`config.mk`:
```
export PLATFORM = sky130hd
export DESIGN_NAME = ff_bank_wr_ctrl
export DESIGN_NICKNAME = d
export VERILOG_FILES = /design/src/rtl/ff_bank_wr_ctrl.sv
export SDC_FILE = /design/constraint.sdc
export NUM_CORES = 1
export LEC_CHECK = 0
export CORE_MARGIN = 8
export CORE_UTILIZATION = 45
export DETAILED_ROUTE_END_ITERATION = 12
export GPL_TIMING_DRIVEN = 0
export PLACE_DENSITY = 0.89
export SYNTH_ARGS = -nofsm -noshare
export SYNTH_HDL_FRONTEND = slang
export SYNTH_SLANG_ARGS = --single-unit
```
`constraint.sdc`:
```
create_clock -name Clk_CI -period 1.8 [get_ports Clk_CI]
set_clock_uncertainty 0.15 [all_clocks]
set_input_delay 0.18 -clock Clk_CI [delete_from_list [all_inputs] [get_ports Clk_CI]]
set_output_delay 0.18 -clock Clk_CI [all_outputs]
set_load 0.01 [all_outputs]
```
`src/rtl/ff_bank_wr_ctrl.sv`:
```
// ff_bank_wr_ctrl: sequences a valid/ready sample stream into one-hot write enables for a FF bank.
module ff_bank_wr_ctrl #(
    parameter int DATA_WIDTH = 10,
    parameter int NUM_SLOTS  = 8,
    parameter int IDX_WIDTH  = 3
) (
    input  logic                  Clk_CI,
    input  logic                  Rst_RI,
    input  logic                  Start_SI,
    input  logic                  Abort_SI,
    input  logic                  Valid_SI,
    input  logic [DATA_WIDTH-1:0] D_DI,
    output logic                  Ready_SO,
    output logic [NUM_SLOTS-1:0]  WrEn_SO,
    output logic [DATA_WIDTH-1:0] D_DO,
    output logic [IDX_WIDTH:0]    FillCnt_DO,
    output logic                  Done_SO,
    input  logic                  Ack_SI
);
    typedef enum logic [1:0] {IDLE, FILL, FLUSH, FULL} state_e;
    localparam logic [NUM_SLOTS-1:0] ONE = {{(NUM_SLOTS-1){1'b0}}, 1'b1};
    state_e                state_q, state_d;
    logic [IDX_WIDTH-1:0]  idx_q, idx_d;
    logic [IDX_WIDTH:0]    cnt_q, cnt_d;
    logic [NUM_SLOTS-1:0]  wren_q, wren_d;
    logic [DATA_WIDTH-1:0] data_q, data_d;
    logic                  done_q, done_d;
    logic                  accept, last;
    // Abort wins over a simultaneous valid sample.
    assign accept = (state_q == FILL) && Valid_SI && !Abort_SI;
    assign last   = idx_q == IDX_WIDTH'(NUM_SLOTS - 1);
    always_comb begin
        state_d = state_q;
        idx_d   = idx_q;
        cnt_d   = cnt_q;
        wren_d  = accept ? ONE << idx_q : '0;
        data_d  = accept ? D_DI : data_q;
        case (state_q)
            IDLE: if (Start_SI) begin
                state_d = FILL;
                idx_d   = '0;
                cnt_d   = '0;
            end
            FILL: if (Abort_SI) begin
                state_d = IDLE;
            end else if (accept) begin
                idx_d   = last ? '0 : idx_q + 1'b1;
                cnt_d   = cnt_q + 1'b1;
                state_d = last ? FLUSH : FILL;
            end
            FLUSH: state_d = FULL;
            FULL: if (Ack_SI) begin
                state_d = Start_SI ? FILL : IDLE;
                if (Start_SI) begin
                    idx_d = '0;
                    cnt_d = '0;
                end
            end
            default: state_d = IDLE;
        endcase
        done_d = state_d == FULL;
    end
    always_ff @(posedge Clk_CI or posedge Rst_RI) begin
        if (Rst_RI) begin
            state_q <= IDLE;
            idx_q   <= '0;
            cnt_q   <= '0;
            wren_q  <= '0;
            data_q  <= '0;
            done_q  <= 1'b0;
        end else begin
            state_q <= state_d;
            idx_q   <= idx_d;
            cnt_q   <= cnt_d;
            wren_q  <= wren_d;
            data_q  <= data_d;
            done_q  <= done_d;
        end
    end
    assign Ready_SO   = state_q == FILL;
    assign WrEn_SO    = wren_q;
    assign D_DO       = data_q;
    assign FillCnt_DO = cnt_q;
    assign Done_SO    = done_q;
endmodule

```
==> out/summary.txt, run 1 <==
DR vias/cell -> 4.932
Syn-to-layout area delta -> 38.52%
Clock Sink Count -> 28
Yosys top cell by area -> dfrtp_1
Overall Power -> 1.585 mW
RSZ-0062 raised after global routing -> no
DRT Pass-1 Iters -> 4
Synth cell types -> 27
Residual DRC -> 0
share of cells above drive strength 1 -> 0.08750
Clock power frac -> 0.187
largest net degree at the start of global routing -> 29
Total GRT Usage -> 0.1221
sequential power share -> 0.508
vias in the first global route -> 986
pwr/cell area -> 929.7 nW/um2
max-cap viol count -> 0
final period utilization -> 0.9396
CTS tree -> done
Initial Utilization -> 0.4583
post-synthesis register bit count -> 28
Rel. slew slack -> 0.3278
final setup fails -> 0
fmax -> 0.5913 GHz
Comb power frac -> 0.306
number of diodes -> 0
Crit Path Class -> reg2out
gpl congestion -> 0.7571
final core utilization -> 0.6348
CP Launch Type -> flop
input/output buffers -> 39
die height -> 68.31 um
leakage power -> 0.8411 nW
Required @ worst endpoint -> 1.47 ns
Design Area, Final -> 1705 um2
Final HPWL DP -> 2.102 mm
total number of H-tree levels -> 1
wire length per cell after detailed routing -> 13.96 um
status -> finished clean
Hold Vio Cnt, Final -> 0
clock transition at the registers of the reported paths -> 0.14 ns
Synth area leaders -> dfrtp_1 (57%), nand2_1 (12%), ha_1 (7.1%)
GR Overflow Total -> 0
CTS max path bufs -> 2
# nets final -> 184
post-synthesis sequential area ratio -> 0.5691
Detail Route Antenna Nets -> 0
critical path data arrival time -> 1.36 ns
DRT Wirelength -> 2.666 mm
Syn Nets -> 139
Synth top area share -> 0.5691
Synth Instances -> 116
First DRT Iteration DRCs -> 48
clk root buf -> clkbuf_4
hold slack final -> 0.2199 ns
crit path time final -> 1.691 ns
FP Rows -> 19
Slew Viols, Final -> 0
TritonCTS buffer count -> 3
Cell Area, Placed -> 1660 um2
Sw Pwr -> 473.2 uW
Cell Area, Synth -> 1231 um2
Max VDD drop -> 0.6415 mV
total I/O pin count -> 40
initial antenna violation count -> 0
worst-margin pin slew -> 1.007 ns
switching portion of total power -> 0.2984
vias -> 942
Min-Delay Path Class -> in2reg
Synthesis Warnings -> 0
first-pass GRT wire length -> 4.409 mm
syn avg cell area -> 10.61 um2
core area -> 2686 um2
area of the multi-input gates -> 483.0 um2
clk_lat worst skew -> 0.32 ns
fill count -> 228
die width -> 68.31 um
crit end category -> output port
Reg area -> 703.2 um2
internal power -> 1.112 mW
Die ar. -> 4666 um2
Max FO, Critical Path -> 6
-- final cells by class --
| class | count | area share |
|---|---|---|
| clock buffer | 4 | 0.02128 |
| tap | 31 | 0.02274 |
| inverter | 6 | 0.01321 |
| timing repair buffer | 40 | 0.2326 |
| multi-input combinational | 78 | 0.2832 |
| sequential | 28 | 0.4123 |
| buffer | 4 | 0.01467 |
-- layout by cell type (no fill, tap or decap), types with 2 or more instances in the layout --
cell	netlist	layout
nand2_1	38	38
clkdlybuf4s50_1	0	38
dfrtp_1	28	26
ha_1	7	7
inv_1	6	6
and3_1	6	6
mux2i_1	4	4
a21oi_1	3	3
clkbuf_4	0	3
buf_2	2	2
o21ai_0	2	2
or3_1	2	2
nand2b_1	2	2
dfrtp_2	0	2
-- state kept, by name, indices dropped and copies added (netlist names) --
register,count
idx_q,3
FillCnt_DO,4
D_DO,10
Done_SO,1
state_q,2
WrEn_SO,8
-- routing by layer --
layer  vias to the layer above  global-route usage  part of all wire  wire length, um
met5                         -                   0                 0                0
met4                         0             0.03836                 0                0
met3                         0             0.02946             0.098              260
met2                        30              0.2181              0.49             1314
met1                       446              0.1400              0.41             1091
li1                        466                   -                 -                -
-- cells in the mapped netlist --
cell type	number
nor4bb_1	1
and3b_1	1
o21ai_0	2
nand4bb_4	1
buf_2	2
nand3_1	1
ha_1	7
or2_1	1
o32ai_1	1
and2_2	1
and2_1	1
a21oi_1	3
clkbuf_1	1
o22ai_1	1
inv_1	6
nand2b_1	2
nand3b_1	1
buf_6	1
a21bo_2	1
and3_1	6
dfrtp_1	28
nand4_1	1
mux2i_1	4
nor2b_1	1
or3_1	2
a21oi_2	1
nand2_1	38
-- per-stage QoR --
step	std cells	TNS (ns)	worst slack (ns)
floorplan	116	0	0.3601
global placement	186	0	0.09081
detailed placement	186	-0.001258	-0.001258
CTS	191	0	0.08921
global route	191	0	0.02314
finish	191	0	0.1087
-- critical path: stages (launching register included) --
cell and delay, ns:
dfrtp_2 0.47, nor2b_1 0.11, buf_2 0.18, dlygate4sd2_1 0.29
-- power groups by stage --
| stage | clock [mW] | combinational [mW] | sequential, mW |
|---|---|---|---|
| 3_5_place_dp | 0 | 0.483 | 0.822 |
| 3_3_place_gp | 0 | 0.458 | 0.815 |
| 2_1_floorplan | 0 | 0.192 | 0.845 |
| 5_1_grt | 0.339 | 0.536 | 0.824 |
| 4_1_cts | 0.311 | 0.495 | 0.805 |
| 6_report | 0.296 | 0.485 | 0.805 |
-- kinds of logic (layout without fill, tap and decap cells) --
| family | count (synthesis) | count (layout) | synth area share |
|---|---|---|---|
| adders and majority gates | 7 | 7 | 0.07113 |
| DFF | 28 | 28 | 0.5691 |
| and+or+nand+nor | 58 | 58 | 0.2409 |
| muxes | 4 | 4 | 0.03252 |
| AOI/OAI and AO/OA | 9 | 9 | 0.04777 |
| buffers and inverters | 10 | 54 | 0.03861 |
-- path summary, 6_finish.rpt --
check                           slack, ns  cells past startpoint                 start              endpoint
worst max-delay path                 0.11                      3  state_q[1]$_DFF_PP0_              Ready_SO
min in group asynchronous            0.23                      2                Rst_RI   D_DO[7]$_DFFE_PP0N_
worst min-delay path                 0.22                      3               D_DI[9]   D_DO[9]$_DFFE_PP0N_
max in group asynchronous            0.59                      2                Rst_RI  state_q[1]$_DFF_PP0_
worst min register to register       0.35                      2   D_DO[9]$_DFFE_PP0N_   D_DO[9]$_DFFE_PP0N_
worst max register to register       0.22                      4  idx_q[0]$_DFFE_PP0P_  state_q[1]$_DFF_PP0_
-- what timing repair did --
item                                    4_1_cts  5_1_grt
gates resized for setup                       3        0
hold buffers                                  0        0
buffers inserted                              1        0
endpoints found under the setup margin        1        0
(Power assumes the default switching activity.)
==> run 2, diff against run 1 <==
--- a/config.mk
+++ b/config.mk
@@ -5,11 +5,11 @@
 export SDC_FILE = /design/constraint.sdc
 export NUM_CORES = 1
 export LEC_CHECK = 0
-export CORE_MARGIN = 8
-export CORE_UTILIZATION = 45
+export CAP_MARGIN = 25
+export CORE_UTILIZATION = 46
 export DETAILED_ROUTE_END_ITERATION = 12
 export GPL_TIMING_DRIVEN = 0
-export PLACE_DENSITY = 0.89
+export PLACE_DENSITY = 0.91
 export SYNTH_ARGS = -nofsm -noshare
 export SYNTH_HDL_FRONTEND = slang
 export SYNTH_SLANG_ARGS = --single-unit
==> constraint.sdc (replaced) <==
create_clock -name Clk_CI -period 2.2 [get_ports Clk_CI]
set_clock_uncertainty 0.15 [all_clocks]
set_input_delay 0.22 -clock Clk_CI [delete_from_list [all_inputs] [get_ports Clk_CI]]
set_output_delay 0.22 -clock Clk_CI [all_outputs]
set_load 0.01 [all_outputs]
==> out/summary.txt, run 2 (synthesized netlist as in run 1, its figures left out) <==
status -> finished clean
DRT Pass-1 Iters -> 4 (unchanged)
Clock power frac -> 0.184 (-0.003)
Required @ worst endpoint -> 1.83 ns (+0.36 ns)
die width -> 53.74 um (-21%)
Cell Area, Placed -> 1659 um2 (about the same)
clk root buf -> clkbuf_4
pwr/cell area -> 747.7 nW/um2 (-20%)
final setup fails -> 0 (unchanged)
CTS tree -> done
Design Area, Final -> 1733 um2 (+1.6%)
First DRT Iteration DRCs -> 15 (-69%)
leakage power -> 0.8544 nW (+1.6%)
Worst path top cell family by delay -> buffers and inverters
Detail Route Antenna Nets -> 0 (unchanged)
pre-CTS WS -> 0.3122 ns (+0.3135 ns)
Buf+Inv Stages, Crit Path -> 2 (unchanged)
slowest CP cell -> clkdlybuf4s50_1
Sw Pwr -> 383.8 uW (-19%)
area of the multi-input gates -> 483.0 um2 (unchanged)
CP max stage delay -> 0.55 ns (+0.08 ns)
final period utilization -> 0.9379
hold slack final -> 0.2714 ns (+0.05146 ns)
dpl cells -> 185 (-0.54%)
DR vias/cell -> 4.990 (+1.2%)
sequential power share -> 0.515 (+0.007)
TritonCTS buffer count -> 3 (unchanged)
post-CTS sizing -> 0 (-3)
post-route setup TNS -> 0 ns (unchanged)
Rel. slew slack -> 0.7126 (+0.3848)
initial antenna violation count -> 0 (unchanged)
Syn-to-layout area delta -> 40.75%
critical path data arrival time -> 1.69 ns (+0.33 ns)
Initial Utilization -> 0.4925 (+0.03418)
Hold Vio Cnt, Final -> 0 (unchanged)
FP Rows -> 18 (-1)
vias in the first global route -> 882 (-11%)
Die ar. -> 2887 um2 (-38%)
Total GRT Usage -> 0.1878 (+0.06576)
crit path time final -> 2.063 ns
worst-margin pin slew -> 0.4311 ns (-0.5761 ns)
CP Launch Type -> flop
# nets final -> 185 (+0.54%)
Final HPWL DP -> 1.883 mm (-10%)
commonest non-fill, non-tap cell in the layout -> clkdlybuf4s50_1
fin cells -> 191 (unchanged)
wire length per cell after detailed routing -> 12.82 um (-8.1%)
switching portion of total power -> 0.2962 (-0.002238)
input/output buffers -> 39 (unchanged)
most frequent cells in the layout -> clkdlybuf4s50_1 (39), nand2_1 (38), dfrtp_1 (28)
fill count -> 193 (-15%)
max-cap viol count -> 0 (unchanged)
Slew Viols, Final -> 0 (unchanged)
GR Overflow Total -> 0 (unchanged)
Clock Sink Count -> 28 (unchanged)
first-pass GRT wire length -> 3.781 mm (-14%)
total I/O pin count -> 40 (unchanged)
clk_lat worst skew -> 0.31 ns (about the same)
RSZ-0062 raised after global routing -> no
share of cells above drive strength 1 -> 0.07453 (-0.01297)
Max VDD drop -> 0.5636 mV (-12%)
crit end category -> output port
number of diodes -> 0 (unchanged)
Min-Delay Path Class -> in2reg
clock transition at the registers of the reported paths -> 0.14 ns (about the same)
die height -> 53.74 um (-21%)
largest net degree at the start of global routing -> 29 (unchanged)
max reg flops -> 10 (unchanged)
CTS max path bufs -> 2 (unchanged)
fmax -> 0.4846 GHz
Max FO, Critical Path -> 7 (+1)
total number of H-tree levels -> 1 (unchanged)
Reg area -> 700.7 um2 (-0.36%)
Residual DRC -> 0 (unchanged)
vias -> 953 (+1.2%)
Final Worst Setup Slack -> 0.1365 ns (+0.02783 ns)
crit-path cells -> nor2b_1 > buf_2 > clkdlybuf4s50_1
gpl congestion -> 0.7551 (-0.26%)
Crit Path Class -> reg2out
DRT Wirelength -> 2.449 mm (-8.1%)
Comb power frac -> 0.301 (-0.005)
core area -> 2500 um2 (-6.9%)
internal power -> 912.0 uW (-18%)
-- run 2: tightest hold or removal path, stage by stage --
cell             delay (ns)
clkdlybuf4s50_1        0.40
nand2_1                0.05
nand2_1                0.04
-- run 2: power groups by stage --
stage                     combinational [mW]  clock, mW  sequential (mW)
final                                  0.390      0.239            0.667
after floorplan                        0.157          0            0.691
after CTS                              0.387      0.242            0.666
after global routing                   0.442      0.266            0.679
after detailed placement               0.382          0            0.677
after global placement                 0.367          0            0.668
-- run 2: routing by layer --
metal  up-vias  track usage  wire length [um]
met3         0      0.03672               165
met2        36       0.3457              1233
met5         -            0                 0
met1       449       0.2147              1050
met4         0      0.06140                 0
li1        468            -                 -
-- run 2: stage by stage --
stage / power (mW) / util
after global placement: 1.034 / 0.6637
after detailed placement: 1.059 / 0.6637
final: 1.296 / 0.6932
after global routing: 1.387 / 0.6932
after CTS: 1.295 / 0.6782
after floorplan: 0.8480 / -
-- run 2: cell type report --
type	instances	area share
buffer	4	0.01444
clock buffer	4	0.02094
inverter	6	0.01300
multi-input combinational	78	0.2787
sequential	28	0.4043
tap	30	0.02166
timing repair buffer	41	0.2469
-- run 2: worst paths after layout --
kind	from	endpoint	slack, ns	cells after the start
worst max-delay path	state_q[0]$_DFF_PP0_	Ready_SO	0.14	3
worst min-delay path	D_DI[3]	D_DO[3]$_DFFE_PP0N_	0.27	3
worst max register to register	idx_q[0]$_DFFE_PP0P_	state_q[1]$_DFF_PP0_	0.62	4
worst min register to register	D_DO[4]$_DFFE_PP0N_	D_DO[4]$_DFFE_PP0N_	0.35	2
max in group asynchronous	Rst_RI	WrEn_SO[6]$_DFF_PP0_	1.04	4
min in group asynchronous	Rst_RI	D_DO[3]$_DFFE_PP0N_	0.50	3
-- run 2: what timing repair did --
item,in CTS,in global routing
setup buffers,0,0
hold endpoints to repair,0,2
hold buffers,0,1
==> run 3, diff against run 2 <==
--- a/config.mk
+++ b/config.mk
@@ -9,7 +9,7 @@
 export CORE_UTILIZATION = 46
 export DETAILED_ROUTE_END_ITERATION = 12
 export GPL_TIMING_DRIVEN = 0
-export PLACE_DENSITY = 0.91
+export PLACE_DENSITY = 0.82
 export SYNTH_ARGS = -nofsm -noshare
 export SYNTH_HDL_FRONTEND = slang
 export SYNTH_SLANG_ARGS = --single-unit
==> out/summary.txt, run 3 (synthesized netlist as in run 1, its figures left out) <==
Clock power frac -> 0.160 (-0.024)
switching portion of total power -> 0.2983 (+0.002141)
Overall Power -> 1.248 mW (-3.7%)
total I/O pin count -> 40 (unchanged)
vias -> 950 (-0.31%)
Clock Sink Count -> 28 (unchanged)
clock transition at the registers of the reported paths -> 0.14 ns (about the same)
crit end category -> output port
internal power -> 875.4 uW (-4.0%)
Min-Delay Path Class -> in2reg
# nets final -> 185 (unchanged)
pre-CTS WS -> 0.3986 ns (+0.08640 ns)
Comb power frac -> 0.310 (+0.009)
post-CTS sizing -> 0 (unchanged)
status -> finished clean
Max FO, Critical Path -> 7 (unchanged)
largest net degree at the start of global routing -> 29 (unchanged)
Sw Pwr -> 372.2 uW (-3.0%)
RSZ-0062 raised after global routing -> no
Final HPWL DP -> 1.812 mm (-3.8%)
vias in the first global route -> 876 (-0.68%)
CTS tree -> done
slowest CP cell -> clkdlybuf4s50_1
most frequent cells in the layout -> clkdlybuf4s50_1 (39), nand2_1 (38), dfrtp_1 (28)
Syn-to-layout area delta -> 39.63%
fmax -> 0.4867 GHz (+0.42%)
Final Worst Setup Slack -> 0.1452 ns (+0.008689 ns)
crit path time final -> 2.055 ns (-0.008689 ns)
sequential power share -> 0.530 (+0.015)
Buf+Inv Stages, Crit Path -> 2 (unchanged)
Worst path top cell family by delay -> buffers and inverters
die height -> 53.74 um (unchanged)
clk_lat worst skew -> 0.32 ns (about the same)
core area -> 2500 um2 (unchanged)
first-pass GRT wire length -> 3.746 mm (-0.93%)
Detail Route Antenna Nets -> 0 (unchanged)
gpl congestion -> 0.7386 (-2.2%)
critical path data arrival time -> 1.68 ns (about the same)
die width -> 53.74 um (unchanged)
Die ar. -> 2887 um2 (unchanged)
worst-margin pin slew -> 0.4312 ns (+0.00008881 ns)
DR vias/cell -> 5.000 (+0.21%)
First DRT Iteration DRCs -> 7 (-8)
CTS max path bufs -> 2 (unchanged)
input/output buffers -> 39 (unchanged)
final core utilization -> 0.6877 (-0.005505)
commonest non-fill, non-tap cell in the layout -> clkdlybuf4s50_1
final setup fails -> 0 (unchanged)
max reg flops -> 10 (unchanged)
TritonCTS buffer count -> 3 (unchanged)
DRT Wirelength -> 2.343 mm (-4.3%)
Max VDD drop -> 0.6334 mV (+12%)
Crit Path Class -> reg2out
Residual DRC -> 0 (unchanged)
wire length per cell after detailed routing -> 12.33 um (-3.8%)
Slew Viols, Final -> 0 (unchanged)
CP Launch Type -> flop
share of cells above drive strength 1 -> 0.06875 (-0.005784)
post-route setup TNS -> 0 ns (unchanged)
Initial Utilization -> 0.4925 (unchanged)
Hold Vio Cnt, Final -> 0 (unchanged)
DRT Pass-1 Iters -> 3 (-1)
leakage power -> 0.8472 nW (-0.84%)
clk root buf -> clkbuf_4
Total GRT Usage -> 0.1835 (-0.004325)
CP max stage delay -> 0.55 ns (about the same)
GR Overflow Total -> 0 (unchanged)
final period utilization -> 0.9340 (-0.003950)
pwr/cell area -> 725.7 nW/um2 (-2.9%)
crit-path cells -> nor2b_1 > buf_2 > clkdlybuf4s50_1
Required @ worst endpoint -> 1.83 ns (about the same)
fill count -> 196 (+1.6%)
total number of H-tree levels -> 1 (unchanged)
max-cap viol count -> 0 (unchanged)
Rel. slew slack -> 0.7126 (about the same)
number of diodes -> 0 (unchanged)
FP Rows -> 18 (unchanged)
initial antenna violation count -> 0 (unchanged)
==> run 3: changes by cell type in the layout (fill, tap and decap cells not counted), sizes merged <==
cell    before  now
clkbuf       5    4
==> run 3: final cells by class <==
| class | count | area [um2] | area share |
|---|---|---|---|
| multi-input combinational | 78 | 483.0 | 0.2809 |
| clock buffer | 3 | 22.52 | 0.01310 |
| buffer | 4 | 25.02 | 0.01456 |
| inverter | 6 | 22.52 | 0.01310 |
| timing repair buffer | 41 | 427.9 | 0.2489 |
| tap | 30 | 37.54 | 0.02183 |
| sequential | 28 | 700.7 | 0.4076 |
==> run 3: tightest hold or removal path, stage by stage <==
cell             delay [ns]
clkdlybuf4s50_1        0.40
nand2_1                0.06
nand2_1                0.04
==> run 3: path summary, 6_finish.rpt <==
| kind | startpoint | endpoint | slack [ns] | cells past startpoint |
|---|---|---|---|---|
| setup / recovery | state_q[0]$_DFF_PP0_ | Ready_SO | 0.15 | 3 |
| max in group asynchronous | Rst_RI | WrEn_SO[2]$_DFF_PP0_ | 0.99 | 4 |
| hold / removal | D_DI[2] | D_DO[2]$_DFFE_PP0N_ | 0.27 | 3 |
| setup reg to reg | idx_q[0]$_DFFE_PP0P_ | state_q[1]$_DFF_PP0_ | 0.69 | 4 |
| hold reg to reg | D_DO[0]$_DFFE_PP0N_ | D_DO[0]$_DFFE_PP0N_ | 0.34 | 2 |
| min in group asynchronous | Rst_RI | D_DO[6]$_DFFE_PP0N_ | 0.52 | 3 |
==> run 3: through the flow <==
stage | cell area, um2 | instances | hold slack [ns]
2_1_floorplan | 1231 | 116 | 0.1354
3_3_place_gp | 1659 | 185 | 0.3095
3_5_place_dp | 1659 | 185 | 0.3198
4_1_cts | 1682 | 188 | 0.2532
5_1_grt | 1719 | 190 | 0.2580
6_report | 1719 | 190 | 0.2696
==> run 3: layer usage <==
| layer | track usage | share of wire | vias up |
|---|---|---|---|
| met4 | 0.07895 | 0.0077 | 0 |
| li1 | - | - | 468 |
| met2 | 0.3107 | 0.49 | 30 |
| met1 | 0.2289 | 0.44 | 450 |
| met5 | 0 | 0 | - |
| met3 | 0.03107 | 0.062 | 2 |
==> run 3: repair_timing <==
action,4_1_cts,5_1_grt
hold buffers,0,1
buffers inserted,0,0
hold endpoints to repair,0,3
==> run 3: power groups by stage <==
stage / sequential, mW / clock, mW / combinational, mW
detailed placement: 0.671 / 0 / 0.384
finish: 0.661 / 0.200 / 0.387
global route: 0.671 / 0.232 / 0.436
global placement: 0.666 / 0 / 0.370
CTS: 0.661 / 0.212 / 0.385
floorplan: 0.691 / 0 / 0.157
